==> src/rtl/serdes_tx_link_ctrl_if.sv <==
// Word bus between user fabric logic and the transmit link controller.
// The controller owns in_ready and the outgoing O_SERDES word/valid.
interface serdes_tx_link_ctrl_if #(
  parameter int WIDTH = 10
);
  logic [WIDTH-1:0] in_data;
  logic             in_valid;
  logic             in_ready;
  logic [WIDTH-1:0] tx_word;
  logic             tx_valid;

  modport master (
    output in_data,
    output in_valid,
    input  in_ready,
    input  tx_word,
    input  tx_valid
  );

  modport slave (
    input  in_data,
    input  in_valid,
    output in_ready,
    output tx_word,
    output tx_valid
  );
endinterface

==> src/rtl/serdes_tx_link_ctrl.sv <==
// Fabric-side O_SERDES transmit controller: waits for PLL lock, trains the far
// end with a fixed pattern, then streams user words with idle fill.
module serdes_tx_link_ctrl #(
  parameter int               WIDTH         = 10,
  parameter logic [WIDTH-1:0] TRAIN_PATTERN = 10'b0000011111,
  parameter logic [WIDTH-1:0] IDLE_PATTERN  = 10'b0101010101,
  parameter int               LOCK_WAIT     = 255,
  parameter int               MIN_TRAIN     = 64
) (
  input  logic                        fabric_clk_div,
  input  logic                        reset_buf_n,
  input  logic                        pll_lock,
  input  logic                        enable,
  input  logic                        peer_ready,
  serdes_tx_link_ctrl_if.slave        bus,
  output logic                        link_up,
  output logic [1:0]                  state,
  output logic [15:0]                 word_count
);

  typedef enum logic [1:0] {
    WAIT_LOCK = 2'd0,
    TRAIN     = 2'd1,
    LINK      = 2'd2
  } state_t;

  localparam logic [7:0] LOCK_LAST = 8'(LOCK_WAIT - 1);
  localparam logic [7:0] TRAIN_MAX = 8'(MIN_TRAIN);

  state_t           cur_state;
  state_t           nxt_state;
  logic             lock_meta;
  logic             lock_s;
  logic             peer_meta;
  logic             peer_s;
  logic [7:0]       lock_cnt;
  logic [7:0]       lock_cnt_nxt;
  logic [7:0]       train_cnt;
  logic [7:0]       train_cnt_nxt;
  logic [WIDTH-1:0] tx_word_nxt;
  logic             tx_valid_nxt;
  logic [15:0]      word_count_nxt;
  logic             accept;

  // pll_lock and peer_ready come from other clock domains
  always_ff @(posedge fabric_clk_div or negedge reset_buf_n) begin
    if (!reset_buf_n) begin
      lock_meta <= 1'b0;
      lock_s    <= 1'b0;
      peer_meta <= 1'b0;
      peer_s    <= 1'b0;
    end else begin
      lock_meta <= pll_lock;
      lock_s    <= lock_meta;
      peer_meta <= peer_ready;
      peer_s    <= peer_meta;
    end
  end

  assign bus.in_ready = (cur_state == LINK) && enable && peer_s;
  assign accept       = bus.in_valid && bus.in_ready;
  assign state        = cur_state;

  always_comb begin
    nxt_state      = cur_state;
    lock_cnt_nxt   = lock_cnt;
    train_cnt_nxt  = train_cnt;
    tx_word_nxt    = '0;
    tx_valid_nxt   = 1'b0;
    word_count_nxt = word_count;
    if (accept && (word_count != 16'hFFFF)) begin
      word_count_nxt = word_count + 16'd1;
    end
    // Loss of lock overrides everything, but an accept this cycle still counts
    if (!lock_s) begin
      nxt_state     = WAIT_LOCK;
      lock_cnt_nxt  = '0;
      train_cnt_nxt = '0;
    end else begin
      case (cur_state)
        WAIT_LOCK: begin
          if (lock_cnt == LOCK_LAST) begin
            nxt_state     = TRAIN;
            lock_cnt_nxt  = '0;
            train_cnt_nxt = '0;
          end else begin
            lock_cnt_nxt = lock_cnt + 8'd1;
          end
        end
        TRAIN: begin
          tx_word_nxt  = TRAIN_PATTERN;
          tx_valid_nxt = 1'b1;
          if ((train_cnt == TRAIN_MAX) && peer_s) begin
            nxt_state = LINK;
          end else if (train_cnt != TRAIN_MAX) begin
            train_cnt_nxt = train_cnt + 8'd1;
          end
        end
        LINK: begin
          tx_valid_nxt = 1'b1;
          tx_word_nxt  = accept ? bus.in_data : IDLE_PATTERN;
          if (!peer_s) begin
            nxt_state     = TRAIN;
            train_cnt_nxt = '0;
          end
        end
        default: begin
          nxt_state = WAIT_LOCK;
        end
      endcase
    end
  end

  always_ff @(posedge fabric_clk_div or negedge reset_buf_n) begin
    if (!reset_buf_n) begin
      cur_state    <= WAIT_LOCK;
      lock_cnt     <= '0;
      train_cnt    <= '0;
      bus.tx_word  <= '0;
      bus.tx_valid <= 1'b0;
      link_up      <= 1'b0;
      word_count   <= '0;
    end else begin
      cur_state    <= nxt_state;
      lock_cnt     <= lock_cnt_nxt;
      train_cnt    <= train_cnt_nxt;
      bus.tx_word  <= tx_word_nxt;
      bus.tx_valid <= tx_valid_nxt;
      link_up      <= (nxt_state == LINK);
      word_count   <= word_count_nxt;
    end
  end

endmodule

==> src/flat_wrapper.sv <==
// flat-port wrapper written by rule: the top's interface ports become plain ports
module serdes_tx_link_ctrl_flat 
#(
  parameter int               WIDTH         = 10,
  parameter logic [WIDTH-1:0] TRAIN_PATTERN = 10'b0000011111,
  parameter logic [WIDTH-1:0] IDLE_PATTERN  = 10'b0101010101,
  parameter int               LOCK_WAIT     = 255,
  parameter int               MIN_TRAIN     = 64
)
  (fabric_clk_div, reset_buf_n, pll_lock, enable, peer_ready, link_up, state, word_count, bus_in_data, bus_in_valid, bus_in_ready, bus_tx_word, bus_tx_valid);
  serdes_tx_link_ctrl_if #(.WIDTH(WIDTH)) bus_i ();
  input  logic fabric_clk_div;
  input  logic reset_buf_n;
  input  logic pll_lock;
  input  logic enable;
  input  logic peer_ready;
  output logic link_up;
  output logic [1:0] state;
  output logic [15:0] word_count;
  input wire logic [$bits(bus_i.in_data)-1:0] bus_in_data;
  input wire logic [$bits(bus_i.in_valid)-1:0] bus_in_valid;
  output wire logic [$bits(bus_i.in_ready)-1:0] bus_in_ready;
  output wire logic [$bits(bus_i.tx_word)-1:0] bus_tx_word;
  output wire logic [$bits(bus_i.tx_valid)-1:0] bus_tx_valid;
  assign bus_i.in_data = bus_in_data;
  assign bus_i.in_valid = bus_in_valid;
  assign bus_in_ready = bus_i.in_ready;
  assign bus_tx_word = bus_i.tx_word;
  assign bus_tx_valid = bus_i.tx_valid;
  serdes_tx_link_ctrl #(.WIDTH(WIDTH), .TRAIN_PATTERN(TRAIN_PATTERN), .IDLE_PATTERN(IDLE_PATTERN), .LOCK_WAIT(LOCK_WAIT), .MIN_TRAIN(MIN_TRAIN)) u_core (.fabric_clk_div(fabric_clk_div), .reset_buf_n(reset_buf_n), .pll_lock(pll_lock), .enable(enable), .peer_ready(peer_ready), .bus(bus_i), .link_up(link_up), .state(state), .word_count(word_count));
endmodule
==> config.mk <==
export PLATFORM = sky130hd
export DESIGN_NAME = serdes_tx_link_ctrl_flat
export DESIGN_NICKNAME = d
export VERILOG_FILES = /design/src/rtl/serdes_tx_link_ctrl_if.sv /design/src/rtl/serdes_tx_link_ctrl.sv /design/src/flat_wrapper.sv
export SDC_FILE = /design/constraint.sdc
export NUM_CORES = 1
export LEC_CHECK = 0
export BUFFER_PORTS_ARGS = -buffer_cell sky130_fd_sc_hd__buf_2
export CORE_UTILIZATION = 40
export CTS_BUF_LIST = sky130_fd_sc_hd__clkbuf_2
export DETAILED_ROUTE_END_ITERATION = 8
export PLACE_DENSITY = 0.61
export SYNTH_ARGS = -nofsm -noshare
export SYNTH_HDL_FRONTEND = slang
export SYNTH_SLANG_ARGS = --single-unit
export TNS_END_PERCENT = 5
==> constraint.sdc <==
create_clock -name fabric_clk_div -period 2 [get_ports fabric_clk_div]
set_input_delay 0.4 -clock fabric_clk_div [delete_from_list [all_inputs] [get_ports fabric_clk_div]]
set_output_delay 0.4 -clock fabric_clk_div [all_outputs]
set_load 0.1 [all_outputs]
==> results.tsv <==
stage	metric	value	unit
yosys	number of distinct library cells after synthesis	50	
timing	endpoints failing setup	6	
drt	drt drc	0	
drt	routed vias/inst	5.49	
job	max cap viols	0	
timing	skew final	31.6	ps
yosys	synth top area cells	dfrtp_1 50%, ha_1 4.5%, nand3_1 3.2%	
cts	Root Buffer	clkbuf_2	
cts	clk slew on worst S/H paths	270	ps
final_layout	Synth-to-Final Area Change	25.1	%
cts	Clock Latency Late Sink	430	ps
yosys	most common cell in the netlist	dfrtp_1	
yosys	Synth top area share	0.502	
cts	CTS sink cnt	50	
timing	Max Fclk	485	MHz
setup_path	cell family with the largest share of critical-path delay	flip-flops	
yosys	most frequent cells after synthesis	50 x dfrtp_1, 16 x inv_1, 16 x nand2_1, 16 x nand3_1, 14 x a21oi_1	
drt	DR pass1 iterations	4	
drt	via count	2080	
status	outcome	complete, but fails checks	
timing	relative slew slack	0.632	
floorplanning	Total Die Area	6550	sq um
global_routing	number of antenna violations at the first check in global routing	0	
setup_path	critical path depth	7	
drt	Routed Antenna Nets	0	
hold_path	Hold/Removal Path Class	in2reg	
setup_path	r2r worst-path depth	7	
final_layout	final layout net count	328	
global_routing	largest net degree at the start of global routing	30	
floorplanning	Die Ht	81.0	um
drt	DR WL/cell	14.9	um
timing	period utilization	1.03	
yosys	Ys Warns	0	
global_routing	GRT Util Overall	0.181	
status	violated checks	setup timing	
timing	Pins Over Slew Limit	0	
power_and_ir_drop	pwr/cell area	542	nW/um^2
timing	slew at the pin closest to its max-slew limit	552	ps
floorplanning	Row Count	28	
power_and_ir_drop	Final Power	0.00169	W
placed_design	I/O Buffers	46	
cts	clk buf depth	2	
floorplanning	IO Count	47	
cts	htree depth	2	
floorplanning	Starting Density	0.419	
setup_path	Arrival @ worst endpoint	2390	ps
timing	Final WS setup	-61.4	ps
floorplanning	Chip Width	81.0	um
yosys	FFs w/ async S/R, synth	1.00	
yosys	Post-Syn Area per Cell	10.5	sq um
setup_path	critical path's slowest cell	dfrtp_4	
global_routing	vias in the first global route	1910	
timing	Fin. Hold Viols	0	
power_and_ir_drop	Max IR drop VDD	0.255	mV
setup_path	CP Buf/Inv Count	2	
floorplanning	Core Area	5960	sq um
placed_design	Post-DP HPWL	4070	um
cts	CTS Buf Count	5	
yosys	post-synthesis cell area	2490	sq um
yosys	Syn Nets	262	
power_and_ir_drop	Leak	1.51	nW
final_layout	fill cell count	566	
yosys	cell taking the most area after synthesis	dfrtp_1	
timing	RSZ-0062 raised after global routing	true	
yosys	Post-synth EDFFs	0	
yosys	ys flop type	dfrtp_1	
yosys	Yosys reg bits	50	
setup_path	max incr delay on CP	580	ps
setup_path	WS Path Type	reg2reg	
yosys	sequential share of the synthesized area	0.502	
setup_path	CP endpoint kind	flop	
cts	CTS tree	yes	
timing	fin crit period	2060	ps
setup_path	WP data required	2330	ps
yosys	cell count after synthesis	237	
drt	initial DRC count	112	
global_routing	first-pass GRT wire length	9090	um
setup_path	CP Launch Type	flop	
setup_path	Max FO, Critical Path	10	
drt	total wire length	5670	um
final_layout	layout cells sized above 1	0.362	
placed_design	routability cong.	0.811	
global_routing	overflow left after global routing	0	
setup_path	cell chain of the critical path	ha_4 -> buf_6 -> buf_4 -> or3_4 -> o211a_4 -> and3_4 -> a32o_1	
final_layout	# diodes	0	
timing	Total Neg Setup Slack	-136	ps
hold_path	hold depth	1	
## power breakdown
part           internal [W]  switching (W)  leakage (nW)
Clock              0.000216       0.000335        0.0392
Combinational     0.0000358      0.0000497         0.819
Sequential          0.00103      0.0000250         0.653
## flip-flops by register name, indices dropped and copies added, names as in the netlist
register             cells
u_core.link_up           1
u_core.lock_cnt          8
u_core.word_count       16
u_core.peer_s            1
u_core.lock_meta         1
u_core.lock_s            1
u_core.peer_meta         1
u_core.train_cnt         8
u_core.state             2
u_core.bus.tx_word      10
u_core.bus.tx_valid      1
## worst paths after layout
kind	slack, ps	from	endpoint
worst min-delay path	70	pll_lock	u_core.lock_meta$_DFF_PN0_
worst max-delay path	-60	u_core.state[1]$_DFF_PN0_	u_core.train_cnt[5]$_DFFE_PN0P_
max in group asynchronous	990	reset_buf_n	u_core.lock_cnt[3]$_DFFE_PN0P_
worst max register to register	-60	u_core.state[1]$_DFF_PN0_	u_core.train_cnt[5]$_DFFE_PN0P_
worst min register to register	370	u_core.peer_meta$_DFF_PN0_	u_core.peer_s$_DFF_PN0_
min in group asynchronous	430	reset_buf_n	u_core.word_count[11]$_DFFE_PN0P_
## cells by family after synthesis
group | after synthesis | synth area share
XOR/XNOR | 11 | 0.0386
AND/OR/NAND/NOR | 86 | 0.196
buffers and inverters | 22 | 0.0356
multiplexers | 5 | 0.0216
AO/OA/AOI/OAI | 54 | 0.161
adder cells (fa/ha/maj) | 9 | 0.0452
flip-flops | 50 | 0.502
## per-stage QoR
stage	hold WS [ps]	cell area (sq um)	std cells	util	worst slack [ps]
floorplan	104	2550	237	-	-81.0
CTS	47.2	3110	379	0.523	-30.7
detailed placement	340	2960	364	0.497	-8.75
global placement	337	2960	364	0.497	27.2
finish	74.3	3120	379	0.524	-61.4
global route	9.18	3120	379	0.524	-82.2
## cells in the final DEF, fill, tap and decap left out, drive strengths merged, types with 2 or more instances in the layout
cell,instances
nand4,5
or3,2
nand2,16
and4,3
a21oi,14
a22o,4
nand2b,2
o31ai,2
nor2,13
ha,9
and3,8
a21o,5
mux2i,2
xor2,6
a311oi,2
and2,3
buf,64
o211a,2
clkbuf,6
nor3,5
nand3,16
a32o,5
xnor2,5
nor4,5
o21ai,5
a31oi,6
inv,16
mux2,3
dfrtp,50
a2111oi,2
## layout make-up
class | count | area (sq um) | share of cell area
clock buffer | 6 | 30.0 | 0.00962
clock inverter | 2 | 37.5 | 0.0120
multi-input combinational | 165 | 1200 | 0.385
tap | 75 | 93.8 | 0.0301
inverter | 16 | 65.1 | 0.0209
timing repair buffer | 65 | 409 | 0.131
sequential | 50 | 1280 | 0.411
## layer usage
metal  up-vias  track usage  wire length (um)
li1       1004            -                 -
met1      1007        0.231              2540
met2        67        0.317              2850
met3         2       0.0360               256
met4         0       0.0375                15
met5         -            0                 0
## repair_timing
action	in CTS	in global routing
resized for setup	8	2
endpoints found under the setup margin	8	12
pin swaps	3	0
hold buffers	1	0
buffers inserted	6	0
endpoints found under the hold margin	21	0
(Power assumes the default switching activity.)
